--- src/rtl/limn2600_mem_arbiter.sv ---
// Round-robin arbiter that shares the single-ported SRAM between fetch (m0) and load/store (m1).
// Each access is IDLE -> ISSUE (one-cycle cs) -> WAIT (for rdy, bounded) -> RESP (one-cycle ack).
module limn2600_mem_arbiter #(
    parameter int DATA_WIDTH = 32,
    parameter int TIMEOUT    = 15
) (
    input  logic                  clk,
    input  logic                  rst,
    input  logic                  m0_req,
    input  logic                  m0_we,
    input  logic [31:0]           m0_addr,
    input  logic [DATA_WIDTH-1:0] m0_wdata,
    output logic                  m0_ack,
    output logic                  m0_err,
    output logic [DATA_WIDTH-1:0] m0_rdata,
    input  logic                  m1_req,
    input  logic                  m1_we,
    input  logic [31:0]           m1_addr,
    input  logic [DATA_WIDTH-1:0] m1_wdata,
    output logic                  m1_ack,
    output logic                  m1_err,
    output logic [DATA_WIDTH-1:0] m1_rdata,
    output logic                  mem_cs,
    output logic                  mem_we,
    output logic [31:0]           mem_addr,
    output logic [DATA_WIDTH-1:0] mem_wdata,
    input  logic                  mem_rdy,
    input  logic [DATA_WIDTH-1:0] mem_rdata,
    output logic                  busy
);

    typedef enum logic [1:0] {IDLE, ISSUE, WAIT, RESP} state_t;

    localparam logic [7:0] TO_LAST = 8'(TIMEOUT - 1);

    state_t          state;
    logic            last_m1;
    logic            port_sel;
    logic [7:0]      wait_cnt;

    logic                  gnt_any;
    logic                  gnt_m1;
    logic                  gnt_we;
    logic [31:0]           gnt_addr;
    logic [DATA_WIDTH-1:0] gnt_wdata;
    logic                  gnt_mis;

    // The last WAIT cycle is the one where the counter reaches TIMEOUT-1.
    function automatic logic timeout_hit(input logic [7:0] cnt);
        return cnt == TO_LAST;
    endfunction

    always_comb begin
        gnt_any   = m0_req | m1_req;
        gnt_m1    = m1_req & (~m0_req | ~last_m1);
        gnt_we    = gnt_m1 ? m1_we    : m0_we;
        gnt_addr  = gnt_m1 ? m1_addr  : m0_addr;
        gnt_wdata = gnt_m1 ? m1_wdata : m0_wdata;
        gnt_mis   = |gnt_addr[1:0];
    end

    assign busy = (state != IDLE);

    always_ff @(posedge clk or negedge rst) begin
        if (!rst) begin
            state     <= IDLE;
            last_m1   <= 1'b1;
            port_sel  <= 1'b0;
            wait_cnt  <= 8'd0;
            mem_cs    <= 1'b0;
            mem_we    <= 1'b0;
            mem_addr  <= 32'd0;
            mem_wdata <= '0;
            m0_ack    <= 1'b0;
            m0_err    <= 1'b0;
            m0_rdata  <= '0;
            m1_ack    <= 1'b0;
            m1_err    <= 1'b0;
            m1_rdata  <= '0;
        end else begin
            case (state)
                IDLE: begin
                    if (gnt_any) begin
                        last_m1  <= gnt_m1;
                        port_sel <= gnt_m1;
                        if (gnt_mis) begin
                            // Misaligned: answer with an error without touching the SRAM.
                            state  <= RESP;
                            m0_ack <= ~gnt_m1;
                            m0_err <= ~gnt_m1;
                            m1_ack <= gnt_m1;
                            m1_err <= gnt_m1;
                        end else begin
                            state     <= ISSUE;
                            mem_cs    <= 1'b1;
                            mem_we    <= gnt_we;
                            mem_addr  <= gnt_addr;
                            mem_wdata <= gnt_wdata;
                        end
                    end
                end
                ISSUE: begin
                    mem_cs   <= 1'b0;
                    wait_cnt <= 8'd0;
                    state    <= WAIT;
                end
                WAIT: begin
                    if (mem_rdy) begin
                        state    <= RESP;
                        m0_ack   <= ~port_sel;
                        m1_ack   <= port_sel;
                        m0_rdata <= (port_sel || mem_we) ? '0 : mem_rdata;
                        m1_rdata <= (!port_sel || mem_we) ? '0 : mem_rdata;
                    end else if (timeout_hit(wait_cnt)) begin
                        state  <= RESP;
                        m0_ack <= ~port_sel;
                        m0_err <= ~port_sel;
                        m1_ack <= port_sel;
                        m1_err <= port_sel;
                    end else begin
                        wait_cnt <= wait_cnt + 8'd1;
                    end
                end
                RESP: begin
                    m0_ack   <= 1'b0;
                    m0_err   <= 1'b0;
                    m0_rdata <= '0;
                    m1_ack   <= 1'b0;
                    m1_err   <= 1'b0;
                    m1_rdata <= '0;
                    state    <= IDLE;
                end
                default: state <= IDLE;
            endcase
        end
    end

endmodule

--- config.mk ---
export PLATFORM = sky130hd
export DESIGN_NAME = limn2600_mem_arbiter
export DESIGN_NICKNAME = d
export VERILOG_FILES = /design/src/rtl/limn2600_mem_arbiter.sv
export SDC_FILE = /design/constraint.sdc
export NUM_CORES = 1
export LEC_CHECK = 0
export CAP_MARGIN = 10
export CELL_PAD_IN_SITES_DETAIL_PLACEMENT = 1
export CELL_PAD_IN_SITES_GLOBAL_PLACEMENT = 2
export CORE_ASPECT_RATIO = 1.75
export CORE_MARGIN = 10
export CORE_UTILIZATION = 23
export CTS_CLUSTER_DIAMETER = 30
export CTS_CLUSTER_SIZE = 25
export DETAILED_ROUTE_END_ITERATION = 10
export HOLD_SLACK_MARGIN = 0.15
export PLACE_DENSITY_LB_ADDON = 0.1
export SYNTH_ARGS = -nofsm -noshare
export SYNTH_HDL_FRONTEND = slang
export SYNTH_SLANG_ARGS = --single-unit
export TNS_END_PERCENT = 1
--- constraint.sdc ---
create_clock -name clk -period 1.8 [get_ports clk]
set_clock_uncertainty 0.15 [all_clocks]
set_input_delay 0.27 -clock clk [delete_from_list [all_inputs] [get_ports clk]]
set_output_delay 0.27 -clock clk [all_outputs]
set_load 0.01 [all_outputs]
* After elaboration in Yosys (flattened, before gate mapping) *
Cells that the tools add are included.

word-level totals
  input bits = 167
  word-level logic and storage cells = 87
  output and inout bits = 135
  flip-flop bits (word level) = 146

cells by class
  mux-type cells = 34
  equality and inequality tests = 12
  bitwise operators = 8
  reduce and logical (&&, ||, !) cells = 18
  add/sub/neg operators = 1

operators with widths
  kind                                                  number
  two-way mux 32 bit                                    6
  case mux 32 bit (2 select lines)                      2
  two-way mux 8 bit                                     2
  case mux 8 bit (2 select lines)                       1
  inequality test 2 bit (second input constant)         7
  two-way mux 1 bit                                     13
  case mux 1 bit (3 select lines)                       4
  AND reduction 3 bit                                   3
  adder 8 x 1 -> 8 bit (second input constant)          1
  equality test 8 x 4 -> 1 bit (second input constant)  1
  two-way mux 2 bit                                     4
  case mux 2 bit (4 select lines)                       1
  nonzero test 2 bit                                    4
  AND reduction 2 bit                                   3
  inverter 1 bit                                        5
  AND reduction 5 bit                                   1
  equality test 2 bit (second input constant)           2
  AND reduction 4 bit                                   1
  inequality test 3 bit (second input constant)         1
  nonzero test 3 bit                                    1
  equality test 2 x 1 -> 1 bit (second input constant)  1
  zero test 2 bit                                       1
  logical OR 1 bit                                      2
  bitwise OR 1 bit                                      2
  other kinds (4)                                       4

* Longest topological paths before layout *
Gate-level depths: netlist of run 1.

  word-level depth = 8
  gate-level depth with buffers = 8
  depth with buffers taken out = 6

* Least setup slack after synthesis of run 1 *
No wires, ideal clock.

  kind = register to register
  from = register state[0]
  to = register m0_rdata[0]
  buffers on the path = 3
  period minus slack after synthesis = 2003 ps
  path slack = -203 ps
  cell stages (with the launch flop) = 9
  arrival = 1757 ps
  required time = 1554 ps
  setup time = 96 ps
  path through = dfrtp_1 inv_1 ha_1 buf_2 mux2i_1 clkbuf_1 clkbuf_1 nand2_1 o31ai_1

on the way
  cells in the longest elaborated chain, start to end = 3
  elaborated cells on any way between the ends = 6
  classes of those cells = 3 x eq/ne; 1 x mux; 2 x reduce/logical

ends and longest elaborated chain
  element                                                                       RTL line  text
  from (decl)                                                                   36        state_t state;
  from (signal assigned)                                                        66        state <= IDLE;
  from (signal assigned)                                                        88        state <= RESP;
  from (signal assigned)                                                        94        state <= ISSUE;
  equality test 2 bit                                                           81        case (state)
  inequality test 2 bit (no line) / nonzero test 2 bit (equally long branches)  --
  AND reduction 2 bit (no line)                                                 --
  to (signal assigned)                                                          112       m0_rdata <= (port_sel || mem_we) ? '0 : mem_rdata;
  to (decl)                                                                     15        output logic [DATA_WIDTH-1:0] m0_rdata,

Parallel ways exist; a longest one is shown, timed or not.
A chain may end at the register's enable or synchronous reset.

* Final worst setup path of run 1 *
  from = register last_m1
  to = register mem_wdata[30]

on the way
  cells in the longest elaborated chain, start to end = 7
  elaborated cells on any way between the ends = 8
  classes of those cells = 2 x mux; 4 x bitwise; 2 x reduce/logical

ends and longest elaborated chain
  element                        RTL line  text
  from (decl)                    37        logic last_m1;
  from (signal assigned)         84        last_m1 <= gnt_m1;
  inverter 1 bit *               55        gnt_m1 = m1_req & (~m0_req | ~last_m1);
  bitwise OR 1 bit *             55
  bitwise AND 1 bit *            55
  two-way mux 32 bit             57        gnt_addr = gnt_m1 ? m1_addr : m0_addr;
  OR reduction 2 bit             59        gnt_mis = |gnt_addr[1:0];
  inverter 1 bit (no line)       --
  AND reduction 3 bit (no line)  --
  to (signal assigned)           98        mem_wdata <= gnt_wdata;
  to (decl)                      26        output logic [DATA_WIDTH-1:0] mem_wdata,

Every way passes the cells marked *; elsewhere a longest branch is shown, timed or not.

==> impl_metrics.json, run 1 <==
{
  "run_status": "complete, but fails checks",
  "violations_in_the_final_reports": "setup timing",
  "critical_path.startpoint_type": "flip-flop",
  "top_layer_used": "met4",
  "clock.fmax_ghz": 0.513,
  "worst_skew_pair.late_latency_ps": 440,
  "nNetsFinal": 1065,
  "worst_slew_pin_slew_ps": 516,
  "die_h_um": 247,
  "post_synth.cell_area_avg_um2": 12.3,
  "yosys.area_share.adder_pct": 1.29,
  "number_of_buffers_and_inverters_on_the_critical_path": 2,
  "htree_levels": 4,
  "timing.final.ws_setup_ps": -151,
  "cp_slowest_cell": "sky130_fd_sc_hd__dfstp_2",
  "drive_gt1_share_pct": 25.8,
  "grt_pass1_wl_um": 42000,
  "placement.setup.worst_slack_ps": -575,
  "detailedRoute.firstIterationViolations": 190,
  "synth.mux.area_fraction_pct": 22.5,
  "drv_cap": 0,
  "fraction_of_the_mapped_netlist_area_in_simple_logic_gates_pct": 9.17,
  "crit_arrival_ps": 2120,
  "initial_utilization_pct": 23.2,
  "area.growth.synth_to_final_pct": 71.3,
  "syn-cell-area_um2": 6780,
  "synth-main-ff-cell": "sky130_fd_sc_hd__dfrtp_1",
  "clock_tree.root_cell": "sky130_fd_sc_hd__clkbuf_16",
  "worstSetupPathType": "reg2reg",
  "synth_nets": 726,
  "drc_errors": 0,
  "synth_compound_area_share_pct": 9.58,
  "grt.total_usage_pct": 15.2,
  "hold_path.class": "in2async",
  "numPortBuffers": 301,
  "num_io_pins": 302,
  "initial_antenna_violation_count": 2,
  "crit_chain": "a21boi_4 -> mux2i_4 -> nor2_4 -> buf_4 -> buf_16 -> mux2_1",
  "clock_transition_at_path_regs_ps": 60,
  "yosysSeqAreaShare_pct": 53.9,
  "clock-sinks": 146,
  "drt_met1_wl_um": 9570,
  "vdd.ir_drop.worst_mv": 0.749,
  "max_slew_violations": 0,
  "post_synth_main_area_contributors": "sky130_fd_sc_hd__dfrtp_1, sky130_fd_sc_hd__mux2_2, sky130_fd_sc_hd__o31ai_1, sky130_fd_sc_hd__mux2_1, sky130_fd_sc_hd__nand2_1",
  "routed_length_on_met3_um": 1920,
  "leakage_uw": 0.00548,
  "synth_top_family_by_area": "multiplexers",
  "rsz_0062_raised_after_global_routing": "yes",
  "die_x_um": 150,
  "power-per-cell-area_nw_per_um2": 1560,
  "min_period_over_period_pct": 108,
  "critical_path.endpoint_type": "flip-flop",
  "synthesis.instances": 552,
  "report.final.setup_viol": 124,
  "met2_wirelength_um": 16100,
  "cts-buffers-inserted": 17,
  "yosys.area.top_type": "sky130_fd_sc_hd__dfrtp_1",
  "synth-async-reset-ratio_pct": 100,
  "synthesis.yosys.warnings": 0,
  "yosys.area.top_type_share_pct": 53.5,
  "tritoncts": "done",
  "r2r_cells": 6,
  "maximum_number_of_pins_on_one_net_before_global_route_repair": 55,
  "final_antenna_net_count": 0,
  "cp.depth": 6,
  "finalHoldWorstSlack_ps": 210,
  "synth_cell_type_count": 40,
  "timing.slew.headroom_pct": 65.6,
  "per_cell_via_count_in_the_routed_design": 4.42,
  "vias": 5690,
  "synth_xor_xnor_area_share_pct": 0.517,
  "critical_path.max_fanout": 20,
  "die-area_um2": 37000,
  "final.min_clock_period_ps": 1950,
  "core_um2": 29200,
  "dpl.hpwl_um": 21700,
  "postRouteWirelength_um": 28100,
  "floorplan.rows": 83,
  "crit_family": "flip-flops",
  "max-clock-path-buffers": 2,
  "max_stage_delay_on_crit_path_ps": 570,
  "gr-total-overflow": 0,
  "hold_violations": 0,
  "gpl.final_weighted_congestion": 0.741,
  "post_synthesis_sequential_element_count": 146,
  "number_of_enable_type_register_cells_in_the_synthesized_netlist": 0,
  "worstPathRequired_ps": 1970,
  "first_global_vias": 6600,
  "wl_per_cell_um": 21.9,
  "detailedRoute.firstPassIterationCount": 4
}
-- synth_stat cells, types with 2 or more instances --
| cell | instances |
|---|---|
| sky130_fd_sc_hd__a22o_1 | 2 |
| sky130_fd_sc_hd__and3_1 | 2 |
| sky130_fd_sc_hd__buf_2 | 8 |
| sky130_fd_sc_hd__buf_6 | 4 |
| sky130_fd_sc_hd__clkbuf_1 | 26 |
| sky130_fd_sc_hd__dfrtp_1 | 145 |
| sky130_fd_sc_hd__ha_1 | 7 |
| sky130_fd_sc_hd__inv_1 | 4 |
| sky130_fd_sc_hd__mux2_1 | 37 |
| sky130_fd_sc_hd__mux2_2 | 93 |
| sky130_fd_sc_hd__mux2i_1 | 5 |
| sky130_fd_sc_hd__nand2_1 | 69 |
| sky130_fd_sc_hd__nand2b_1 | 36 |
| sky130_fd_sc_hd__nand3_1 | 4 |
| sky130_fd_sc_hd__nor2_1 | 9 |
| sky130_fd_sc_hd__nor2b_1 | 4 |
| sky130_fd_sc_hd__o211ai_1 | 2 |
| sky130_fd_sc_hd__o21ai_0 | 6 |
| sky130_fd_sc_hd__o31ai_1 | 65 |
| sky130_fd_sc_hd__or2_2 | 2 |
| sky130_fd_sc_hd__xnor2_1 | 2 |
| sky130_fd_sc_hd__xor2_1 | 2 |
-- worst paths after layout --
kind,start,to,slack [ps]
worst max-delay path,last_m1,mem_wdata[30],-150
worst min-delay path,rst,m1_rdata[25],210
worst max register to register,last_m1,mem_wdata[30],-150
worst min register to register,m0_rdata[27],m0_rdata[27],320
max in group asynchronous,rst,m1_rdata[0],700
min in group clk,mem_rdata[27],m0_rdata[27],280
-- through the flow --
| step | cells | util [%] | total power (uW) | TNS, ps | cell area [um^2] |
|---|---|---|---|---|---|
| 3_3_place_gp | 1247 | 36.6 | 14400 | -39760 | 10700 |
| 5_1_grt | 1287 | 39.8 | 19300 | -18830 | 11600 |
| 3_5_place_dp | 1247 | 36.6 | 14700 | -46680 | 10700 |
| 6_report | 1287 | 39.8 | 18100 | -9020 | 11600 |
| 2_1_floorplan | 552 | - | 9220 | -5670 | 6810 |
| 4_1_cts | 1284 | 39.3 | 18400 | -10390 | 11500 |
-- metal layers --
metal | GRT usage, % | vias to the layer above
met5 | 0 | -
li1 | - | 2637
met1 | 14.4 | 2843
met4 | 6.00 | 0
met2 | 28.5 | 182
met3 | 5.47 | 28
-- power breakdown --
| part | internal (uW) | switching [uW] | total (uW) |
|---|---|---|---|
| Clock | 2450 | 1470 | 3910 |
| Combinational | 4440 | 4290 | 8730 |
| Sequential | 4680 | 751 | 5430 |
-- flip-flops by register name, summed over array words and instances, names as in the netlist --
name       cells
m0_ack         1
mem_wdata     32
state          2
mem_we         1
m0_rdata      32
m1_ack         1
m0_err         1
port_sel       1
last_m1        1
wait_cnt       8
m1_rdata      32
mem_cs         1
mem_addr      32
m1_err         1
-- placed cells by master (no fill, tap or decap), types with 5 or more instances in the layout --
cell                              synthesis  routed
sky130_fd_sc_hd__o21ai_0                  6       5
sky130_fd_sc_hd__dlygate4sd2_1            0     111
sky130_fd_sc_hd__buf_6                    4       8
sky130_fd_sc_hd__mux2_4                   0      26
sky130_fd_sc_hd__dlymetal6s2s_1           0      21
sky130_fd_sc_hd__dfrtp_1                145     145
sky130_fd_sc_hd__ha_1                     7       5
sky130_fd_sc_hd__buf_4                    1      34
sky130_fd_sc_hd__clkdlybuf4s50_1          0     167
sky130_fd_sc_hd__o31ai_2                  0      13
sky130_fd_sc_hd__nand2b_1                36      34
sky130_fd_sc_hd__mux2_2                  93      81
sky130_fd_sc_hd__nor2_1                   9       9
sky130_fd_sc_hd__mux2_1                  37      23
sky130_fd_sc_hd__nand2_1                 69      69
sky130_fd_sc_hd__clkbuf_16                0      17
sky130_fd_sc_hd__o31ai_1                 65      52
sky130_fd_sc_hd__buf_12                   0      15
-- cells by family after synthesis --
kind of cell,count (synthesis)
xor+xnor,4
simple gates,130
buf+inv,43
fa+ha+maj,7
mux,136
compound gates,86
flops,146
-- cell type report --
cell class	instances	area [um^2]
Fill cell	3161	17600
Multi-Input combinational cell	363	3200
Sequential cell	146	3650
Timing Repair Buffer	359	3620
Antenna cell	2	5.00
Clock buffer	21	480
Clock inverter	10	155
Tap cell	382	478
Inverter	4	20.0
-- what timing repair did --
action                                  CTS  global route
pin swaps                                 8             4
gates cloned                              2             0
endpoints found under the setup margin  255           162
hold endpoints to repair                146             0
setup buffers                             3             1
hold buffers                              1             0
gates resized for setup                 165            40
(Power assumes the default switching activity.)
==> run 2, diff against run 1 <==
--- a/config.mk
+++ b/config.mk
@@ -9,8 +9,8 @@
 export CELL_PAD_IN_SITES_DETAIL_PLACEMENT = 1
 export CELL_PAD_IN_SITES_GLOBAL_PLACEMENT = 2
 export CORE_ASPECT_RATIO = 1.75
-export CORE_MARGIN = 10
-export CORE_UTILIZATION = 23
+export CORE_MARGIN = 3
+export CORE_UTILIZATION = 26
 export CTS_CLUSTER_DIAMETER = 30
 export CTS_CLUSTER_SIZE = 25
 export DETAILED_ROUTE_END_ITERATION = 10
==> constraint.sdc (replaced) <==
create_clock -name clk -period 2 [get_ports clk]
set_clock_uncertainty 0.15 [all_clocks]
set_input_delay 0.3 -clock clk [delete_from_list [all_inputs] [get_ports clk]]
set_output_delay 0.3 -clock clk [all_outputs]
set_load 0.01 [all_outputs]
==> run 2 against run 1 <==
  * Die area shrank 24%
  * Fmax decreased by 2.4%
  * Final area decreased by 2.5%
  * Routed wire length fell by 11%
  * Flip-flop and latch count unchanged
  * Count of clock-buffer cells in the layout up 4
  * Critical path depth stayed put
  * Sequential power down 8.7%
  * Via count is 1.2% higher
  * Core utilization rose by 4.7 points
  * The run now ends clean
  * Total power fell by 11%
  * Largest cell class unchanged
==> impl_metrics.json, run 2 (same netlist as run 1, synthesis figures left out) <==
{
  "run_status": "completed",
  "timing.slew.headroom_pct": 47.4,
  "worst_reg2reg_startpoint": "wait_cnt[0]",
  "first_global_vias": 6581,
  "maximum_number_of_pins_on_one_net_before_global_route_repair": 78,
  "gpl.final_weighted_congestion": 0.787,
  "gr-total-overflow": 0,
  "drive_gt1_share_pct": 22.5,
  "clock.fmax_ghz": 0.500,
  "layout.filler_cells": 2694,
  "num_io_pins": 302,
  "critical_path.endpoint_type": "flip-flop",
  "tritoncts": "done",
  "critical_path.max_fanout": 4,
  "dpl.hpwl_um": 19200,
  "drc_errors": 0,
  "worst_slew_pin_slew_ps": 789,
  "crit_chain": "inv_1 -> ha_1 -> or4b_4 -> o21ai_4 -> o31a_1 -> mux2i_1",
  "die_x_um": 128,
  "numPortBuffers": 301,
  "crit_arrival_ps": 2190,
  "clock-sinks": 146,
  "nNetsFinal": 1066,
  "drv_cap": 0,
  "final_antenna_net_count": 0,
  "hold_path.class": "in2async",
  "initial_utilization_pct": 26.7,
  "finalHoldWorstSlack_ps": 278,
  "clock_transition_at_path_regs_ps": 60,
  "per_cell_via_count_in_the_routed_design": 4.71,
  "crit_family": "simple AND/OR/NAND/NOR gates",
  "detailedRoute.firstIterationViolations": 204,
  "grt.total_usage_pct": 17.8,
  "number_of_buffers_and_inverters_on_the_critical_path": 1,
  "max_stage_delay_on_crit_path_ps": 510,
  "placement.setup.worst_slack_ps": -362,
  "min_period_over_period_pct": 99.9,
  "leakage_uw": 0.00471,
  "clock_tree.root_cell": "sky130_fd_sc_hd__clkbuf_16",
  "critical_path.startpoint": "wait_cnt[0]",
  "final.min_clock_period_ps": 2000,
  "vdd.ir_drop.worst_mv": 0.850,
  "detailedRoute.firstPassIterationCount": 4,
  "postLayoutCoreUtil_pct": 44.5,
  "most-common-layout-cells": "sky130_fd_sc_hd__clkdlybuf4s50_1, sky130_fd_sc_hd__dfrtp_1, sky130_fd_sc_hd__mux2_2, sky130_fd_sc_hd__nand2_1, sky130_fd_sc_hd__o31ai_1",
  "max-clock-path-buffers": 2,
  "rsz_0062_raised_after_global_routing": "yes",
  "cp.depth": 6,
  "worstSetupPathType": "reg2reg",
  "htree_levels": 4,
  "timing.reg2reg.setup_slack_ps": 1,
  "timing.final.ws_setup_ps": 1.03,
  "endpoint": "state[1]",
  "core_um2": 25400,
  "r2r-end": "state[1]",
  "worstPathRequired_ps": 2190,
  "max_slew_violations": 0,
  "wl_per_cell_um": 20.5,
  "area.growth.synth_to_final_pct": 67.0,
  "layout.cells.most_common": "sky130_fd_sc_hd__clkdlybuf4s50_1",
  "postRouteWirelength_um": 25000,
  "report.final.setup_viol": 0,
  "power-per-cell-area_nw_per_um2": 1420,
  "floorplan.rows": 77,
  "r2r_cells": 6,
  "vias": 5760,
  "initial_antenna_violation_count": 2,
  "die-area_um2": 28100,
  "worst_skew_pair.late_latency_ps": 430,
  "total_power_uw": 16100,
  "cts-buffers-inserted": 17,
  "critical_path.startpoint_type": "flip-flop",
  "cp_slowest_cell": "sky130_fd_sc_hd__or4b_4",
  "hold_violations": 0,
  "die_h_um": 220,
  "totalNegativeSetupSlack_ps": 0,
  "grt_pass1_wl_um": 37700
}
[run 2: cell types whose count changed in the layout (fill, tap and decap cells not counted), sizes merged, moves of 2 or more]
cell	delta
bufinv	-2
clkbuf	+4
clkdlybuf4s50	+132
clkinvlp	-2
dlygate4sd2	-111
dlymetal6s2s	-21
[run 2: through the flow]
step	area [um^2]	std cells
after floorplan	6780	552
after global placement	10600	1184
after detailed placement	10600	1184
after CTS	11300	1221
after global routing	11300	1222
final	11300	1222
[run 2: final cells by class]
cell class                 instances  area [um^2]  area share (%)
antenna                            2         5.00          0.0442
multi-input combinational        363         3050            27.0
clock inverter                     6         80.1           0.707
clock buffer                      25          475            4.20
sequential                       146         3660            32.3
tap                              316          395            3.49
inverter                           4         15.0           0.133
timing repair buffer             360         3640            32.2
[run 2: report_power, final]
part,switching [uW],internal [uW]
Sequential,741,4220
Clock,1220,1890
Combinational,3630,4420
Total,5590,10500
[run 2: timing repair]
item,CTS,global route
cloned,1,0
setup endpoints to repair,128,119
endpoints found under the hold margin,146,0
pin swaps,3,6
hold buffers,2,0
setup buffers,3,1
resized for setup,20,25
[run 2: worst reg2reg max path, cell delays in order (launching register included)]
cell	delay, ps
sky130_fd_sc_hd__dfrtp_1	370
sky130_fd_sc_hd__inv_1	60
sky130_fd_sc_hd__ha_1	140
sky130_fd_sc_hd__or4b_4	510
sky130_fd_sc_hd__o21ai_4	210
sky130_fd_sc_hd__o31a_1	230
sky130_fd_sc_hd__mux2i_1	230
[run 2: worst min-delay path by stage]
stage,startpoint,endpoint,slack (ps),cells after the start
floorplan,rst,m0_ack,-150,0
global placement,rst,m0_rdata[30],-60,1
detailed placement,rst,m0_rdata[30],-60,1
CTS,rst,m1_rdata[30],280,3
global route,rst,m1_rdata[30],310,3
finish,rst,m1_rdata[30],280,3
[run 2: layer usage]
| layer | share of wire [%] | GRT usage, % |
|---|---|---|
| met1 | 35 | 17.8 |
| met2 | 57 | 33.8 |
| met3 | 5.8 | 4.71 |
| met4 | 2.4 | 7.58 |
| met5 | 0 | 0 |
